### src/rtl/sha256_pkg.sv
// Shared SHA-256 types and helpers for the message schedule and the compression core.
package sha256_pkg;

  typedef logic [31:0] word_t;

  typedef enum logic [1:0] {IDLE, EXPAND, DONE} state_t;

  localparam int unsigned ROUNDS = 64;
  localparam int unsigned WINDOW = 16;

  function automatic word_t rotr(input word_t x, input int unsigned n);
    return (x >> n) | (x << (32 - n));
  endfunction

  function automatic word_t sig0(input word_t x);
    return rotr(x, 7) ^ rotr(x, 18) ^ (x >> 3);
  endfunction

  function automatic word_t sig1(input word_t x);
    return rotr(x, 17) ^ rotr(x, 19) ^ (x >> 10);
  endfunction

  function automatic word_t bswap32(input word_t x);
    return {x[7:0], x[15:8], x[23:16], x[31:24]};
  endfunction

endpackage

### src/rtl/msg_schedule_if.sv
// Word stream from the message schedule to the compression round core.
interface msg_schedule_if #(
  parameter int unsigned NUM_BLOCKS = 2
);
  localparam int unsigned BW = (NUM_BLOCKS > 1) ? $clog2(NUM_BLOCKS) : 1;

  logic [31:0]   word_out;
  logic          word_valid;
  logic          word_ready;
  logic [5:0]    word_idx;
  logic [BW-1:0] block_idx;
  logic          last_block;

  modport master (
    output word_out, word_valid, word_idx, block_idx, last_block,
    input  word_ready
  );

  modport slave (
    input  word_out, word_valid, word_idx, block_idx, last_block,
    output word_ready
  );
endinterface

### src/rtl/sha256_sched_step.sv
// One message-schedule recurrence step: W[t] from W[t-16], W[t-15], W[t-7], W[t-2].
module sha256_sched_step
  import sha256_pkg::*;
(
  input  word_t w0,
  input  word_t w1,
  input  word_t w9,
  input  word_t w14,
  output word_t w_new
);
  assign w_new = sig1(w14) + w9 + sig0(w1) + w0;
endmodule

### src/rtl/msg_schedule.sv
// SHA-256 message schedule: streams W[0..63] for each of up to NUM_BLOCKS blocks.
// Build option MSG_SCHED_BYTESWAP_EN byte-reverses every word as it is loaded.
module msg_schedule
  import sha256_pkg::*;
#(
  parameter  int unsigned NUM_BLOCKS = 2,
  localparam int unsigned BW         = (NUM_BLOCKS > 1) ? $clog2(NUM_BLOCKS) : 1
) (
  input  logic                        clk,
  input  logic                        n_rst,
  input  logic                        start,
  input  logic [NUM_BLOCKS-1:0][511:0] msg_in,
  input  logic [BW-1:0]               position,
  msg_schedule_if.master              ws,
  output logic                        busy,
  output logic                        done
);

  state_t                        state, state_nx;
  word_t                         win [WINDOW];
  word_t                         w_new;
  logic [NUM_BLOCKS-1:0][511:0]  msg_q;
  logic [BW-1:0]                 remaining;
  logic [BW-1:0]                 next_slot;
  logic [BW-1:0]                 pos_c;
  logic [5:0]                    idx;
  logic [BW-1:0]                 blk;
  logic                          xfer;
  logic                          last_word;

  function automatic word_t load_word(input logic [511:0] b, input int unsigned i);
    word_t w;
    w = b[511 - 32*i -: 32];
`ifdef MSG_SCHED_BYTESWAP_EN
    return bswap32(w);
`else
    return w;
`endif
  endfunction

  assign pos_c     = (position > BW'(NUM_BLOCKS - 1)) ? BW'(NUM_BLOCKS - 1) : position;
  assign next_slot = remaining - BW'(1);
  assign xfer      = (state == EXPAND) && ws.word_ready;
  assign last_word = (idx == 6'(ROUNDS - 1));

  sha256_sched_step u_step (
    .w0   (win[0]),
    .w1   (win[1]),
    .w9   (win[9]),
    .w14  (win[14]),
    .w_new(w_new)
  );

  always_ff @(posedge clk or negedge n_rst) begin
    if (!n_rst) state <= IDLE;
    else        state <= state_nx;
  end

  always_comb begin
    state_nx = state;
    busy     = 1'b0;
    done     = 1'b0;
    case (state)
      IDLE:   if (start) state_nx = EXPAND;
      EXPAND: begin
        busy = 1'b1;
        if (xfer && last_word && remaining == '0) state_nx = DONE;
      end
      DONE: begin
        busy     = 1'b1;
        done     = 1'b1;
        state_nx = IDLE;
      end
      default: state_nx = IDLE;
    endcase
  end

  // Block change reloads the window in the same cycle as W[63] leaves, so there is no bubble.
  always_ff @(posedge clk or negedge n_rst) begin
    if (!n_rst) begin
      for (int unsigned i = 0; i < WINDOW; i++) win[i] <= '0;
      msg_q     <= '0;
      remaining <= '0;
      idx       <= '0;
      blk       <= '0;
    end else if (state == IDLE && start) begin
      msg_q <= msg_in;
      for (int unsigned i = 0; i < WINDOW; i++) win[i] <= load_word(msg_in[pos_c], i);
      remaining <= pos_c;
      idx       <= '0;
      blk       <= '0;
    end else if (xfer) begin
      if (last_word && remaining != '0) begin
        for (int unsigned i = 0; i < WINDOW; i++) win[i] <= load_word(msg_q[next_slot], i);
        remaining <= next_slot;
        idx       <= '0;
        blk       <= blk + BW'(1);
      end else begin
        for (int unsigned i = 0; i < WINDOW - 1; i++) win[i] <= win[i+1];
        win[WINDOW-1] <= w_new;
        idx           <= idx + 6'd1;
      end
    end
  end

  assign ws.word_valid = (state == EXPAND);
  assign ws.word_out   = (state == EXPAND) ? win[0] : '0;
  assign ws.word_idx   = idx;
  assign ws.block_idx  = blk;
  assign ws.last_block = (state == EXPAND) && (remaining == '0);

endmodule

### src/flat_wrapper.sv
// flat-port wrapper written by rule: the top's interface ports become plain ports
module msg_schedule_flat import sha256_pkg::*;
#(
  parameter  int unsigned NUM_BLOCKS = 2,
  localparam int unsigned BW         = (NUM_BLOCKS > 1) ? $clog2(NUM_BLOCKS) : 1
)
  (clk, n_rst, start, msg_in, position, busy, done, ws_word_out, ws_word_valid, ws_word_idx, ws_block_idx, ws_last_block, ws_word_ready);
  msg_schedule_if #(.NUM_BLOCKS(NUM_BLOCKS)) ws_i ();
  input  logic clk;
  input  logic n_rst;
  input  logic start;
  input  logic [NUM_BLOCKS-1:0][511:0] msg_in;
  input  logic [BW-1:0] position;
  output logic busy;
  output logic done;
  output wire logic [$bits(ws_i.word_out)-1:0] ws_word_out;
  output wire logic [$bits(ws_i.word_valid)-1:0] ws_word_valid;
  output wire logic [$bits(ws_i.word_idx)-1:0] ws_word_idx;
  output wire logic [$bits(ws_i.block_idx)-1:0] ws_block_idx;
  output wire logic [$bits(ws_i.last_block)-1:0] ws_last_block;
  input wire logic [$bits(ws_i.word_ready)-1:0] ws_word_ready;
  assign ws_word_out = ws_i.word_out;
  assign ws_word_valid = ws_i.word_valid;
  assign ws_word_idx = ws_i.word_idx;
  assign ws_block_idx = ws_i.block_idx;
  assign ws_last_block = ws_i.last_block;
  assign ws_i.word_ready = ws_word_ready;
  msg_schedule #(.NUM_BLOCKS(NUM_BLOCKS)) u_core (.clk(clk), .n_rst(n_rst), .start(start), .msg_in(msg_in), .position(position), .ws(ws_i), .busy(busy), .done(done));
endmodule
### config.mk
export PLATFORM = sky130hd
export DESIGN_NAME = msg_schedule_flat
export DESIGN_NICKNAME = d
export VERILOG_FILES = /design/src/rtl/sha256_pkg.sv /design/src/rtl/msg_schedule_if.sv /design/src/rtl/sha256_sched_step.sv /design/src/rtl/msg_schedule.sv /design/src/flat_wrapper.sv
export SDC_FILE = /design/constraint.sdc
export NUM_CORES = 2
export LEC_CHECK = 0
export BUFFER_PORTS_ARGS = -buffer_cell sky130_fd_sc_hd__buf_4
export CAP_MARGIN = 20
export CORE_AREA = 2 2 411 413
export CTS_CLUSTER_SIZE = 24
export DETAILED_ROUTE_END_ITERATION = 10
export DIE_AREA = 0 0 413 415
export PLACE_DENSITY = 0.53
export SLEW_MARGIN = 20
export SYNTH_ARGS = -nofsm -noshare
export SYNTH_HDL_FRONTEND = slang
export SYNTH_SLANG_ARGS = --single-unit
export TNS_END_PERCENT = 30
### constraint.sdc
create_clock -name clk -period 5.7 [get_ports clk]
set_clock_uncertainty 0.15 [all_clocks]
set_input_delay 1.14 -clock clk [delete_from_list [all_inputs] [get_ports clk]]
set_output_delay 1.14 -clock clk [all_outputs]
set_load 0.01 [all_outputs]
-- Word level (Yosys, flattened, before mapping)
Index checks and enable logic that the tools add are counted.
- bits in registers: 1546
- input bits: 1029
- output and inout bits: 43
- add/sub/neg operators: 6
- magnitude comparators: 3
- equal/unequal tests: 5
- mux-type cells: 23
- bitwise logic cells: 9
- reductions and logical operators: 12
- operator list (cell ; count):
    $mux W512 ; 7
    $add A32 B32 Y32 ; 3
    $xor A32 B32 Y32 ; 2
    $mux W32 ; 1
    $or A13 B32 Y32 ; 1
    $or A14 B32 Y32 ; 1
    $or A15 B32 Y32 ; 1
    $or A25 B32 Y32 ; 1
    $xor A32 B22 Y32 ; 1
    $xor A32 B29 Y32 ; 1
    $mux W6 ; 3
    $mux W1 ; 9
    $add A6 B1 Y6 const B ; 1
    $eq A6 B6 Y1 const B ; 1
    $logic_and A1 B1 Y1 ; 6
    $lt A1 B2 Y1 const B ; 2
    $mux W2 ; 2
    $pmux W2 S2 ; 1
    $reduce_and A2 Y1 ; 2
    $reduce_bool A2 Y1 ; 2
    $eq A2 B1 Y1 const B ; 1
    $eq A2 B2 Y1 const B ; 1
    $logic_not A2 Y1 ; 1
    $ne A2 B1 Y1 const B ; 1
    other kinds (6) ; 6

-- Logic depth before layout (Yosys ltp)
- depth in word-level cells: 9
- depth in mapped cells: 16

-- Modules after synthesis
Synthesis repeated with hierarchy kept, for this count alone.
- cells, all modules: 6831
- area, all modules: 57685.3 um^2
- by module, submodules not included (module ; instances ; cells each ; area an instance (um^2) ; seq. area each (um^2)):
    msg_schedule ; 1 ; 6307 ; 53309.9 ; 25874.8
    sha256_sched_step ; 1 ; 524 ; 4375.4 ; 0.0

-- Worst setup path before layout
No wires, ideal clock.
- path type: register -> register
- from: reg u_core.win[452] (netlist name)
- to: reg u_core.win[31] (netlist name)
- library setup time: 80 ps
- data arrival time: 3863 ps
- path slack: 1607 ps
- cell stages (with the launch flop): 15
- path buffers: 1
- period minus slack after synthesis: 4093 ps
- cells stage by stage: dfrtp_1 clkbuf_1 xnor2_1 xnor2_1 fa_1 fa_1 ha_1 fa_1 a21o_1 a221oi_4 nor4_4 o21bai_4 nand3_4 or4_4 o211ai_2
- word-level cells in the longest chain between the ends: 8
- elaborated cells on any way between the ends: 9
- ends and longest elaborated chain (element ; RTL line ; text):
    start, declared ; msg_schedule.sv:20 ; word_t win [WINDOW];
    start signal, assigned by index ; msg_schedule.sv:100 ; win[WINDOW-1] <= w_new;
    $or A14 B32 Y32 or $or A25 B32 Y32 (tied branches) ; sha256_pkg.sv:12 ; return (x >> n) | (x << (32 - n));
    $xor A32 B32 Y32 ; sha256_pkg.sv:16 ; return rotr(x, 7) ^ rotr(x, 18) ^ (x >> 3);
    $xor A32 B29 Y32 * ; sha256_pkg.sv:16 ;
    $add A32 B32 Y32 * (2 in series) ; sha256_sched_step.sv:11 ; assign w_new = sig1(w14) + w9 + sig0(w1) + w0;
    $mux W512 * ; msg_schedule.sv:93 ; if (last_word && remaining != '0) begin
    $mux W512 * ; msg_schedule.sv:92 ; end else if (xfer) begin
    $mux W512 * ; msg_schedule.sv:86 ; end else if (state == IDLE && start) begin
Every way passes the cells marked *; elsewhere a longest branch is shown, timed or not. The select of a mux whose other input is x is not followed.
A chain may end at the register's enable or synchronous reset.

-- Worst setup path after layout
- from: reg u_core.win[452] (netlist name)
- to: reg u_core.win[17] (netlist name)
- word-level cells in the longest chain between the ends: 6
- ends and longest elaborated chain (element ; RTL line):
    $xor A32 B29 Y32 ; sha256_pkg.sv:16
    $add A32 B32 Y32 (2 in series) ; sha256_sched_step.sv:11
    $mux W512 ; msg_schedule.sv:93
    $mux W512 ; msg_schedule.sv:92
    $mux W512 ; msg_schedule.sv:86
Every way passes these cells. The select of a mux whose other input is x is not followed.

==> results.sh <==
export IMPL_p_int_w=0.0292
export IMPL_synth_edf_count=0
export IMPL_vias_per_cell=5.38
export IMPL_slowest_delay_ns=0.54
export IMPL_grt_max_degree=217
export IMPL_synth_top_area_share_pct=45.4
export IMPL_finalCritPeriodShare_pct=82.4
export IMPL_synth_cells=6864
export IMPL_crit_chain="xnor2_1 -> xnor2_1 -> fa_1 -> fa_1 -> ha_1 -> fa_1 -> a21o_1 -> a221oi_4 -> nor4_4 -> nor3b_4 -> o21ai_2 -> xnor2_1 -> a221oi_1"
export IMPL_synth_distinct_cells=64
export IMPL_worst_path_stages=13
export IMPL_area_growth_pct=24.3
export IMPL_final_antenna_net_count=0
export IMPL_leakagePower_nw=34.1
export IMPL_cts_hold_buf=0
export IMPL_numCtsBuffers=119
export IMPL_rsz0062_at_grt="no"
export IMPL_r2r_slack_ns=1.01
export IMPL_start_util_pct=34.2
export IMPL_async_flop_share_pct=100
export IMPL_grt_overflow=0
export IMPL_holdCritPathClass="in2async"
export IMPL_pin_count=1072
export IMPL_r2r_cells=13
export IMPL_switching_power_w=0.0291
export IMPL_cp_end_kind="flip-flop"
export IMPL_first_pass_iters=6
export IMPL_cp_start_kind="flip-flop"
export IMPL_cts_resized=0
export IMPL_clk_latency_ns=0.77
export IMPL_slew_viol_final=0
export IMPL_clock_sinks=1034
export IMPL_syn_cell_area_sq_um=57000
export IMPL_worst_pin_slew_ns=1.05
export IMPL_clock_tree_buffer_depth=3
export IMPL_crit_fanout=5
export IMPL_hold_viol=0
export IMPL_postSynthAreaPerCell_sq_um=8.31
export IMPL_yosys_area_top_type="dfrtp_1"
export IMPL_cap_violations=0
export IMPL_cp_slowest_cell="fa_1"
export IMPL_pwr_share_clk_pct=13.8
export IMPL_holdWs_ns=0.234
export IMPL_initialDrtViolationCount=5266
export IMPL_synth_area_leaders="dfrtp_1, nand2_1, mux2i_1"
export IMPL_fmax_ghz=0.213
export IMPL_drt_total_wl_mm=267
export IMPL_power_frac_comb_pct=61.5
export IMPL_gp_congestion=0.932
export IMPL_cts_setup_buffers=0
export IMPL_worstPathRequired_ns=6.18
export IMPL_die_w_um=413
export IMPL_worst_path_buf_inv=0
export IMPL_path_clk_slew_ns=0.06
export IMPL_ys_ff_latch=1034
export IMPL_vias=53100
export IMPL_fp_dieArea_sq_um=171000
export IMPL_cts_root_buf="clkbuf_16"
export IMPL_htree_levels=3
export IMPL_track_usage_pct=30.4
export IMPL_coreArea_sq_um=167000
export IMPL_min_period_ns=4.69
export IMPL_routedWlPerCell_um=27.0
export IMPL_power_density_nw_per_um2=822
export IMPL_r2r_end="u_core.win[17]$_DFFE_PN0P_"
export IMPL_antenna_found_initial=41
export IMPL_layout_cells_most_common="nand2_1"
export IMPL_syn_nets=7991
export IMPL_nNetsFinal=8698
export IMPL_setup_viol=0
export IMPL_timing_slew_headroom_pct=30.2
export IMPL_drive_gt1_share_pct=18.2
export IMPL_critPathKind="reg2reg"
export IMPL_dp_hpwl_mm=203
export IMPL_die_h_um=415
export IMPL_stdcell_count=9881
export IMPL_placed_cells=9653
export IMPL_yosysSeqAreaShare_pct=45.4
export IMPL_power_w=0.0583
export IMPL_ys_warn_count=0
export IMPL_grt_pass1_wl_mm=379
export IMPL_port_buffers=1071
export IMPL_pwr_share_seq_pct=24.7
export IMPL_rr_startpoint="u_core.win[452]$_DFFE_PN0P_"
export IMPL_status="finished clean"
export IMPL_path_delay_family="adder cells"
export IMPL_irDropWorstVdd_v=0.000904
export IMPL_fin_tns_setup_ns=0
export IMPL_drc_errors=0
export IMPL_mostFrequentLayoutCells="nand2_1, buf_4, dfrtp_1"
export IMPL_switching_share_pct=49.9
export IMPL_rows=150
export IMPL_cp_arrival_ns=5.18
export IMPL_grt_pass1_vias=52500
export IMPL_cts_tree="done"
export IMPL_yosys_most_used_dff="dfrtp_1"
[metal layers]
metal | vias to the layer above | global-route usage (%) | wire [um]
li1 | 24500 | - | -
met1 | 26100 | 40.7 | 113000
met2 | 2067 | 47.9 | 123000
met3 | 459 | 5.01 | 16200
met4 | 34 | 14.0 | 14100
met5 | - | 0 | 210
[cells in the mapped netlist (9+ instances only)]
master and instances:
nand2_1 2566, a21oi_1 62, a21o_1 16, buf_1 44
o211ai_1 490, nand3_1 498, xor2_1 26, a221oi_1 10
mux2_2 9, ha_1 36, a211oi_1 12, buf_2 89
clkbuf_1 454, xnor2_1 117, mux2i_1 505, nor3_1 10
inv_1 127, dfrtp_1 1034, and3_1 15, and2_1 37
nor2_1 38, fa_1 62, o21ai_0 514
[power by group through the flow]
stage / logic (W) / registers, W / clock network (W)
after global routing: 0.0400 / 0.0148 / 0.00847
after global placement: 0.0354 / 0.0143 / 0
final: 0.0359 / 0.0144 / 0.00805
after floorplan: 0.0257 / 0.0128 / 0
after detailed placement: 0.0354 / 0.0144 / 0
after CTS: 0.0356 / 0.0143 / 0.00817
[worst max-delay path by stage]
stage / from / to / slack [ns]
floorplan: u_core.win[452]$_DFFE_PN0P_ / u_core.win[31]$_DFFE_PN0P_ / 1.61
global placement: u_core.win[467]$_DFFE_PN0P_ / u_core.win[25]$_DFFE_PN0P_ / 0.99
detailed placement: u_core.win[452]$_DFFE_PN0P_ / u_core.win[25]$_DFFE_PN0P_ / 0.95
CTS: u_core.win[452]$_DFFE_PN0P_ / u_core.win[17]$_DFFE_PN0P_ / 0.93
global route: u_core.win[452]$_DFFE_PN0P_ / u_core.win[17]$_DFFE_PN0P_ / 0.82
finish: u_core.win[452]$_DFFE_PN0P_ / u_core.win[17]$_DFFE_PN0P_ / 1.01
[kinds of logic after synthesis]
family	count (synthesis)	share of synthesized area, %
simple gates	3194	22.6
buf+inv	716	4.92
xor+xnor	143	2.20
mux	514	9.04
fa+ha+maj	98	2.97
compound gates	1165	12.9
flops	1034	45.4
[registers in the layout (all words and copies together) (netlist names)]
| signal | cells |
|---|---|
| u_core.msg_q | 512 |
| u_core.remaining | 1 |
| u_core.state | 2 |
| u_core.win | 512 |
| u_core.ws.block_idx | 1 |
| u_core.ws.word_idx | 6 |
[through the flow]
step	area (sq um)	utilization (%)	setup WS [ns]
after floorplan	57000	-	1.61
after detailed placement	66800	40.1	0.950
final	70900	42.6	1.01
after global routing	70900	42.5	0.823
after global placement	66800	40.1	0.990
after CTS	70900	42.5	0.930
[area by class of cell]
class / instances / area, sq um
Clock inverter: 33 / 517
Fill cell: 16900 / 95700
Clock buffer: 182 / 3570
Multi-Input combinational cell: 5114 / 28400
Inverter: 127 / 477
Antenna cell: 12 / 30.0
Tap cell: 2204 / 2760
Sequential cell: 1034 / 25900
Timing Repair Buffer: 1175 / 9320
[worst reg2reg max path, delay by kind of cell (launching register included)]
family	cells	cell delay (ns)
XOR/XNOR	3	0.83
AND/OR/NAND/NOR	2	0.48
flip-flops	1	0.46
AO/OA/AOI/OAI	4	0.98
adder cells (fa/ha/maj)	4	1.67
(Power assumes the default switching activity.)
